## config.mk

```make
export PLATFORM = sky130hd
export DESIGN_NAME = grant_arbiter
export DESIGN_NICKNAME = d
export VERILOG_FILES = /design/src/rtl/grant_arbiter.sv
export SDC_FILE = /design/constraint.sdc
export NUM_CORES = 1
export LEC_CHECK = 0
export CAP_MARGIN = 15
export CORE_ASPECT_RATIO = 0.7
export CORE_MARGIN = 1.5
export CORE_UTILIZATION = 30
export DETAILED_ROUTE_END_ITERATION = 8
export GPL_ROUTABILITY_DRIVEN = 0
export GPL_TIMING_DRIVEN = 0
export PLACE_DENSITY = 0.51
export SETUP_SLACK_MARGIN = 0.5
export SLEW_MARGIN = 20
export SYNTH_ARGS = -nofsm -noshare
export SYNTH_HDL_FRONTEND = slang
export SYNTH_SLANG_ARGS = --single-unit
```

## constraint.sdc

```tcl
create_clock -name CLK -period 2.61 [get_ports CLK]
set_input_delay 0.3915 -clock CLK [delete_from_list [all_inputs] [get_ports CLK]]
set_output_delay 0.3915 -clock CLK [all_outputs]
set_load 0.05 [all_outputs]
```

## src/rtl/grant_arbiter.sv

```systemverilog
// ---------------------------------------------------------------------------
// grant_arbiter
//
// Owns one shared resource and grants it to at most one of two requesters
// using a level REQ / registered GNT handshake. Fixed priority on ties from
// idle, no pre-emption of a current owner, and a hold timeout that revokes a
// grant held too long so that hold-and-wait deadlocks are broken. A revoked
// requester is locked out until it has dropped its request at least once.
//
// Parameters:
//   HOLD_MAX  max consecutive cycles a grant may stay high (0 = never revoke)
//   PRIO      requester (1 or 2) that wins a simultaneous request from idle
//
// Ports:
//   CLK      in   clock, all state changes on the rising edge
//   RST      in   synchronous reset, active-high
//   REQ1     in   level request from requester 1
//   REQ2     in   level request from requester 2
//   GNT1     out  registered grant to requester 1
//   GNT2     out  registered grant to requester 2
//   REVOKED  out  one-cycle pulse per requester whose grant timed out
//                 (bit0 = requester 1, bit1 = requester 2)
//
// Optional feature macro: ROUND_ROBIN_EN
//   When defined, ties from idle alternate between the requesters using a
//   last-winner register and PRIO is ignored. Requester 1 wins the first tie
//   after reset.
// ---------------------------------------------------------------------------
module grant_arbiter #(
    parameter int HOLD_MAX = 17,
    parameter int PRIO     = 1
) (
    input  logic       CLK,
    input  logic       RST,
    input  logic       REQ1,
    input  logic       REQ2,
    output logic       GNT1,
    output logic       GNT2,
    output logic [1:0] REVOKED
);

    // A zero HOLD_MAX disables the timeout; keep a 1-bit counter so the
    // declarations stay legal even though the count is then never compared
    // against a reachable limit.
    localparam int CNT_W = (HOLD_MAX > 0) ? $clog2(HOLD_MAX + 1) : 1;

    // The counter is cleared on the edge that grants, so after the grant has
    // been visible for HOLD_MAX cycles it reads HOLD_MAX-1 at the next edge.
    localparam logic [CNT_W-1:0] HOLD_LAST = (HOLD_MAX > 0) ? CNT_W'(HOLD_MAX - 1) : '0;

    typedef enum logic [1:0] {
        ST_IDLE = 2'd0,
        ST_OWN1 = 2'd1,
        ST_OWN2 = 2'd2
    } state_t;

    state_t           state_q, state_d;
    logic [CNT_W-1:0] hold_cnt_q, hold_cnt_d;
    logic             lock1_q, lock1_d;
    logic             lock2_q, lock2_d;
    logic [1:0]       revoked_q, revoked_d;
    logic             gnt1_q, gnt1_d;
    logic             gnt2_q, gnt2_d;

    logic             elig1, elig2;
    logic             timed_out;
    logic             tie_to_2;
    logic             grant1, grant2;

`ifdef ROUND_ROBIN_EN
    // 1 = requester 2 won the most recent grant.
    logic             last2_q, last2_d;
`endif

    // Next-state logic: eligibility, tie-break, grant/release/timeout
    // decisions, and the bookkeeping registers that follow from them.
    always_comb begin
        elig1     = REQ1 && !lock1_q;
        elig2     = REQ2 && !lock2_q;
        timed_out = (HOLD_MAX > 0) && (hold_cnt_q == HOLD_LAST);

`ifdef ROUND_ROBIN_EN
        tie_to_2  = !last2_q;
`else
        tie_to_2  = (PRIO == 2);
`endif

        state_d    = state_q;
        hold_cnt_d = hold_cnt_q + CNT_W'(1);
        // Lockout is only released by sampling the request low.
        lock1_d    = lock1_q && REQ1;
        lock2_d    = lock2_q && REQ2;
        revoked_d  = 2'b00;
        grant1     = 1'b0;
        grant2     = 1'b0;

        case (state_q)
            ST_IDLE: begin
                hold_cnt_d = '0;
                if (elig1 && elig2) begin
                    grant2 = tie_to_2;
                    grant1 = !tie_to_2;
                end else begin
                    grant1 = elig1;
                    grant2 = elig2;
                end
            end

            ST_OWN1: begin
                // A release takes precedence over a timeout on the same edge.
                if (!REQ1 || timed_out) begin
                    if (REQ1) begin
                        revoked_d[0] = 1'b1;
                        lock1_d      = 1'b1;
                    end
                    if (elig2) begin
                        grant2 = 1'b1;
                    end else begin
                        state_d    = ST_IDLE;
                        hold_cnt_d = '0;
                    end
                end
            end

            ST_OWN2: begin
                if (!REQ2 || timed_out) begin
                    if (REQ2) begin
                        revoked_d[1] = 1'b1;
                        lock2_d      = 1'b1;
                    end
                    if (elig1) begin
                        grant1 = 1'b1;
                    end else begin
                        state_d    = ST_IDLE;
                        hold_cnt_d = '0;
                    end
                end
            end

            default: begin
                state_d    = ST_IDLE;
                hold_cnt_d = '0;
            end
        endcase

        // Every new grant, including a direct handoff, restarts the count.
        if (grant1) begin
            state_d    = ST_OWN1;
            hold_cnt_d = '0;
        end else if (grant2) begin
            state_d    = ST_OWN2;
            hold_cnt_d = '0;
        end

`ifdef ROUND_ROBIN_EN
        last2_d = last2_q;
        if (grant1) begin
            last2_d = 1'b0;
        end else if (grant2) begin
            last2_d = 1'b1;
        end
`endif

        gnt1_d = (state_d == ST_OWN1);
        gnt2_d = (state_d == ST_OWN2);
    end

    // All state and registered outputs. Reset discards any ownership without
    // producing a revocation pulse.
    always_ff @(posedge CLK) begin
        if (RST) begin
            state_q    <= ST_IDLE;
            hold_cnt_q <= '0;
            lock1_q    <= 1'b0;
            lock2_q    <= 1'b0;
            revoked_q  <= 2'b00;
            gnt1_q     <= 1'b0;
            gnt2_q     <= 1'b0;
`ifdef ROUND_ROBIN_EN
            // Pretend requester 2 won last so requester 1 takes the first tie.
            last2_q    <= 1'b1;
`endif
        end else begin
            state_q    <= state_d;
            hold_cnt_q <= hold_cnt_d;
            lock1_q    <= lock1_d;
            lock2_q    <= lock2_d;
            revoked_q  <= revoked_d;
            gnt1_q     <= gnt1_d;
            gnt2_q     <= gnt2_d;
`ifdef ROUND_ROBIN_EN
            last2_q    <= last2_d;
`endif
        end
    end

    assign GNT1    = gnt1_q;
    assign GNT2    = gnt2_q;
    assign REVOKED = revoked_q;

endmodule

```

Yosys cells after proc, flatten, opt, wreduce, memory -nomap -nowiden
Index checks and enable logic that the tools add are counted.

Add/subtract/negate cells: 1. Equal/unequal tests: 5. Muxes and demuxes: 28. Bitwise gates (word level): 4. Reduce and logical (&&, ||, !) cells: 15.

Operators by type and width (number): $mux 5 (4); $mux 1 (14); $mux 2 (6); $pmux 5 s2 (1); $reduce_or 3->1 (3); $pmux 2 s3 (1); $add 5x1->5 const B (1); $eq 5x5->1 const B (1); $logic_and 1x1->1 (5); $eq 2x1->1 const B (2); $eq 2x2->1 const B (2); $logic_not 1->1 (4); $not 1->1 (4); $pmux 1 s2 (2); $logic_not 2->1 (1); $logic_or 1x1->1 (2).

Bits in registers: 13. Input bits: 4. Logic and storage cells: 61.

Longest topological paths before layout
Word-level depth: 8. Depth in mapped cells: 6. Mapped depth without buffers: 6.

Worst setup path after synthesis
OpenSTA, ideal clock, no wires.

Path type: reg2reg. From: register state_q[1]. To: register hold_cnt_q[2]. Arrival: 1.488 ns. Path slack: 1.030 ns. Stages on the path, launching flop included: 7. Clock period less this slack: 1.580 ns. Cells stage by stage: dfxtp_1 inv_1 ha_1 o21ba_1 a221oi_4 o21ai_2 nor4_1.

Word-level cells in the longest chain between the ends: 3.

RTL lines: from (decl) (line 57) `state_t state_q, state_d;`; from (signal assigned) (line 184) `state_q <= state_d;`; $eq 2x2->1, or another cell as far along (line 97) `case (state_q)`; $pmux 1 s2 (line 97); $reduce_or 3->1 (no line); to (signal assigned) (line 185) `hold_cnt_q <= hold_cnt_d;`; to (decl) (line 58) `logic [CNT_W-1:0] hold_cnt_q, hold_cnt_d;`.

Parallel ways exist; a longest one is shown, timed or not. A chain may end at the register's enable or synchronous reset.

Worst setup path in the final report
From: register state_q[1]. To: register gnt1_q (netlist: GNT1).

Word-level cells in the longest chain between the ends: 6.

RTL lines: $mux 2, on equally long branches (line 131, 116); $mux 2, on equally long branches (line 126, 111); $pmux 2 s3 (line 97); $mux 2 (line 150) `end else if (grant2) begin`; $mux 2 * (line 147) `if (grant1) begin`; $eq 2x1->1 * (line 164) `gnt1_d = (state_d == ST_OWN1);`; to (signal assigned) (line 189) `gnt1_q <= gnt1_d;`; to (decl) (line 62) `logic gnt1_q, gnt1_d;`.

Mark *: on every way between the ends. The rest lies on a longest branch, timed or not.

==> results.toml <==
[place]
place_ws_ps = 623
io_buffers = 7
hpwl_mm = 1.08

[worst_setup_path]
cp_cell_sequence = "inv_1 -> ha_1 -> o21ba_1 -> a221oi_4 -> o21ai_2 -> o41ai_1"
slowest_delay_ps = 450
reg2reg_to = "GNT1$_SDFF_PP0_"
crit_required_ps = 2780
r2r_start = "state_q[1]$_SDFF_PP0_"
crit_type = "flip-flop to flip-flop"
end_kind = "flip-flop"
reg2regPathDepth = 6
crit_fanout = 7
cpMaxStageDelayCell = "dfxtp_1"
crit_buf_inv = 1
endpoint = "GNT1$_SDFF_PP0_"
startpoint = "state_q[1]$_SDFF_PP0_"
crit_cells = 6
cp.arrival_ps = 2100
cp-start-kind = "flip-flop"
r2r_slack_ps = 680
cp_top_family = "compound AO/OA/AOI/OAI gates"

[clocking]
ctsHtreeMaxLevel = 1
root_buffer = "clkbuf_4"
cts.sinks = 13
post_cts_buffers = 0
cts_made_buffers = 3
cts_resized = 0
cts_hold_buf = 0
clk_pin_slew_worst_paths_ps = 80
clock_path_buffers = 2
cts_tree = "built"
clock_latency_ps = 280

[final_layout]
areaGrowthSynthToFinish_pct = 19.3
fin_nets = 95
drive_gt1_frac = 0.0833
n_antenna_cell = 0

[floorplan]
die_area_um2 = 2660
num_rows = 14
initial_core_util = 0.323
coreArea_um2 = 2190
fp.dieW_um = 61.0
io_pins = 8
fp.dieH_um = 43.6

[synthesis]
ys_async_sr_fraction = 0
synth_area_um2 = 707
synth_area_per_cell_um2 = 9.68
synthTopCellsByArea = "dfxtp_1 37%, ha_1 11%, nor4_1 4.4%, a221oi_4 3.7%, inv_1 3.7%"
yosys_register_bits = 13
synth_cells = 73
yosys_warnings = 0
synth_edf_count = 0
synth_nets = 83
synthTopCellsByCount = "13 x dfxtp_1, 7 x inv_1, 6 x ha_1, 5 x nor4_1"
synthFlopType = "dfxtp_1"
yosysTopAreaCellShare = 0.368
ys_seq_area_frac = 0.368
synth.most_common_cell = "dfxtp_1"
ys_types = 30
yosysTopAreaCell = "dfxtp_1"

[global_route]
grtUsageTotal = 0.137
grt_pass1_wl_mm = 2.69
antenna_found_initial = 0
grt_pass1_vias = 562
grt_start_max_net_pins = 9
grt_overflow = 0

[sta]
max_freq_ghz = 0.517
tns_ps = 0
period_share = 0.741
fin_ws_ps = 675
clock_skew_ps = 5.67
slew_viol_final = 0
hold_violations = 0
rsz0062_at_grt = "no"
tightestPinTransition_ps = 523
hold_ws_ps = 507
setup_viol = 0
finalCriticalPeriod_ps = 1930
slew_headroom = 0.652

[hold_path]
hold_path.class = "flip-flop to flip-flop"

[detailed_routing]
ant_nets = 0
drc = 0
drt_wl_total_mm = 1.42
first_pass_iters = 4
drt-initial-drc-count = 8
vias = 563
vias_per_cell = 4.85
wire_per_inst_um = 12.2

[pwr]
power_density_nw_per_um2 = 522
p_leak_nw = 0.296
internal_power_uw = 301
switchingPower_uw = 139
switching_share = 0.316
seqPwrFrac = 0.480
ir_drop_uv = 216
p_comb_frac = 0.231
clockPowerShare = 0.289

[outcome]
status = "complete, no violations"

[run]
cap_violations = 0
## metrics by stage
step           utilization  area (um2)  total power [mW]  cells
2_1_floorplan            -         707             0.287     73
3_3_place_gp         0.373         817             0.315    112
3_5_place_dp         0.373         817             0.317    112
4_1_cts              0.385         843             0.445    116
5_1_grt              0.385         843             0.468    116
6_report             0.385         843             0.440    116
## how the worst min path moves through the flow
stage	startpoint	end	depth (start not counted)
5_1_grt	hold_cnt_q[0]$_SDFF_PP0_	hold_cnt_q[0]$_SDFF_PP0_	1
6_report	hold_cnt_q[0]$_SDFF_PP0_	hold_cnt_q[0]$_SDFF_PP0_	1
2_1_floorplan	hold_cnt_q[0]$_SDFF_PP0_	hold_cnt_q[0]$_SDFF_PP0_	1
3_3_place_gp	hold_cnt_q[0]$_SDFF_PP0_	hold_cnt_q[0]$_SDFF_PP0_	1
4_1_cts	hold_cnt_q[0]$_SDFF_PP0_	hold_cnt_q[0]$_SDFF_PP0_	1
3_5_place_dp	hold_cnt_q[0]$_SDFF_PP0_	hold_cnt_q[0]$_SDFF_PP0_	1
## cell families (layout without fill, tap and decap cells)
group / Yosys count / count (layout) / share of synthesized area
XOR/XNOR: 3 / 3 / 0.0372
buffers and inverters: 7 / 18 / 0.0372
AND/OR/NAND/NOR: 28 / 28 / 0.248
adder cells (fa/ha/maj): 6 / 6 / 0.106
AO/OA/AOI/OAI: 16 / 16 / 0.204
flip-flops: 13 / 13 / 0.368
## registers in the layout, summed over array words and instances (netlist names)
register    count
hold_cnt_q      5
REVOKED         2
state_q         2
GNT1            1
GNT2            1
lock1_q         1
lock2_q         1
## routing by layer
layer / vias to the layer above / track usage / routed length (um) / share of wire
met4: 0 / 0.0391 / 18 / 0.013
met5: - / 0 / 0 / 0
met3: 4 / 0.0478 / 86 / 0.061
li1: 291 / - / - / -
met2: 15 / 0.198 / 550 / 0.39
met1: 253 / 0.192 / 762 / 0.54
## layout make-up
cell class              instances  area, um2
flip-flops and latches         13        260
fillers                       239       1350
repair buffers                  7       70.1
multi-input cells              53        420
clock buffers                   4       26.3
well taps                      32       40.0
inverters                       7       26.3
## cells in the final DEF (no fill, tap or decap), drive strengths merged, types with 2 or more instances in the layout
cell type      netlist  final
clkdlybuf4s50        0      7
nand3b               3      3
nand2b               3      3
nand2                4      4
xor2                 2      2
o21ai                2      2
nor2b                3      3
ha                   6      6
nand3                4      4
a21oi                3      3
nor4                 5      5
dfxtp               13     13
clkbuf               0      4
inv                  7      7
nor3                 2      2
## power by group through the flow
stage          sequential, mW  combinational, mW  clock [mW]
2_1_floorplan           0.226             0.0612           0
3_3_place_gp            0.215             0.0999           0
3_5_place_dp            0.216              0.102           0
4_1_cts                 0.211              0.102       0.133
5_1_grt                 0.213              0.113       0.142
6_report                0.211              0.102       0.127
No activity file was read; power rests on OpenSTA's default activity.
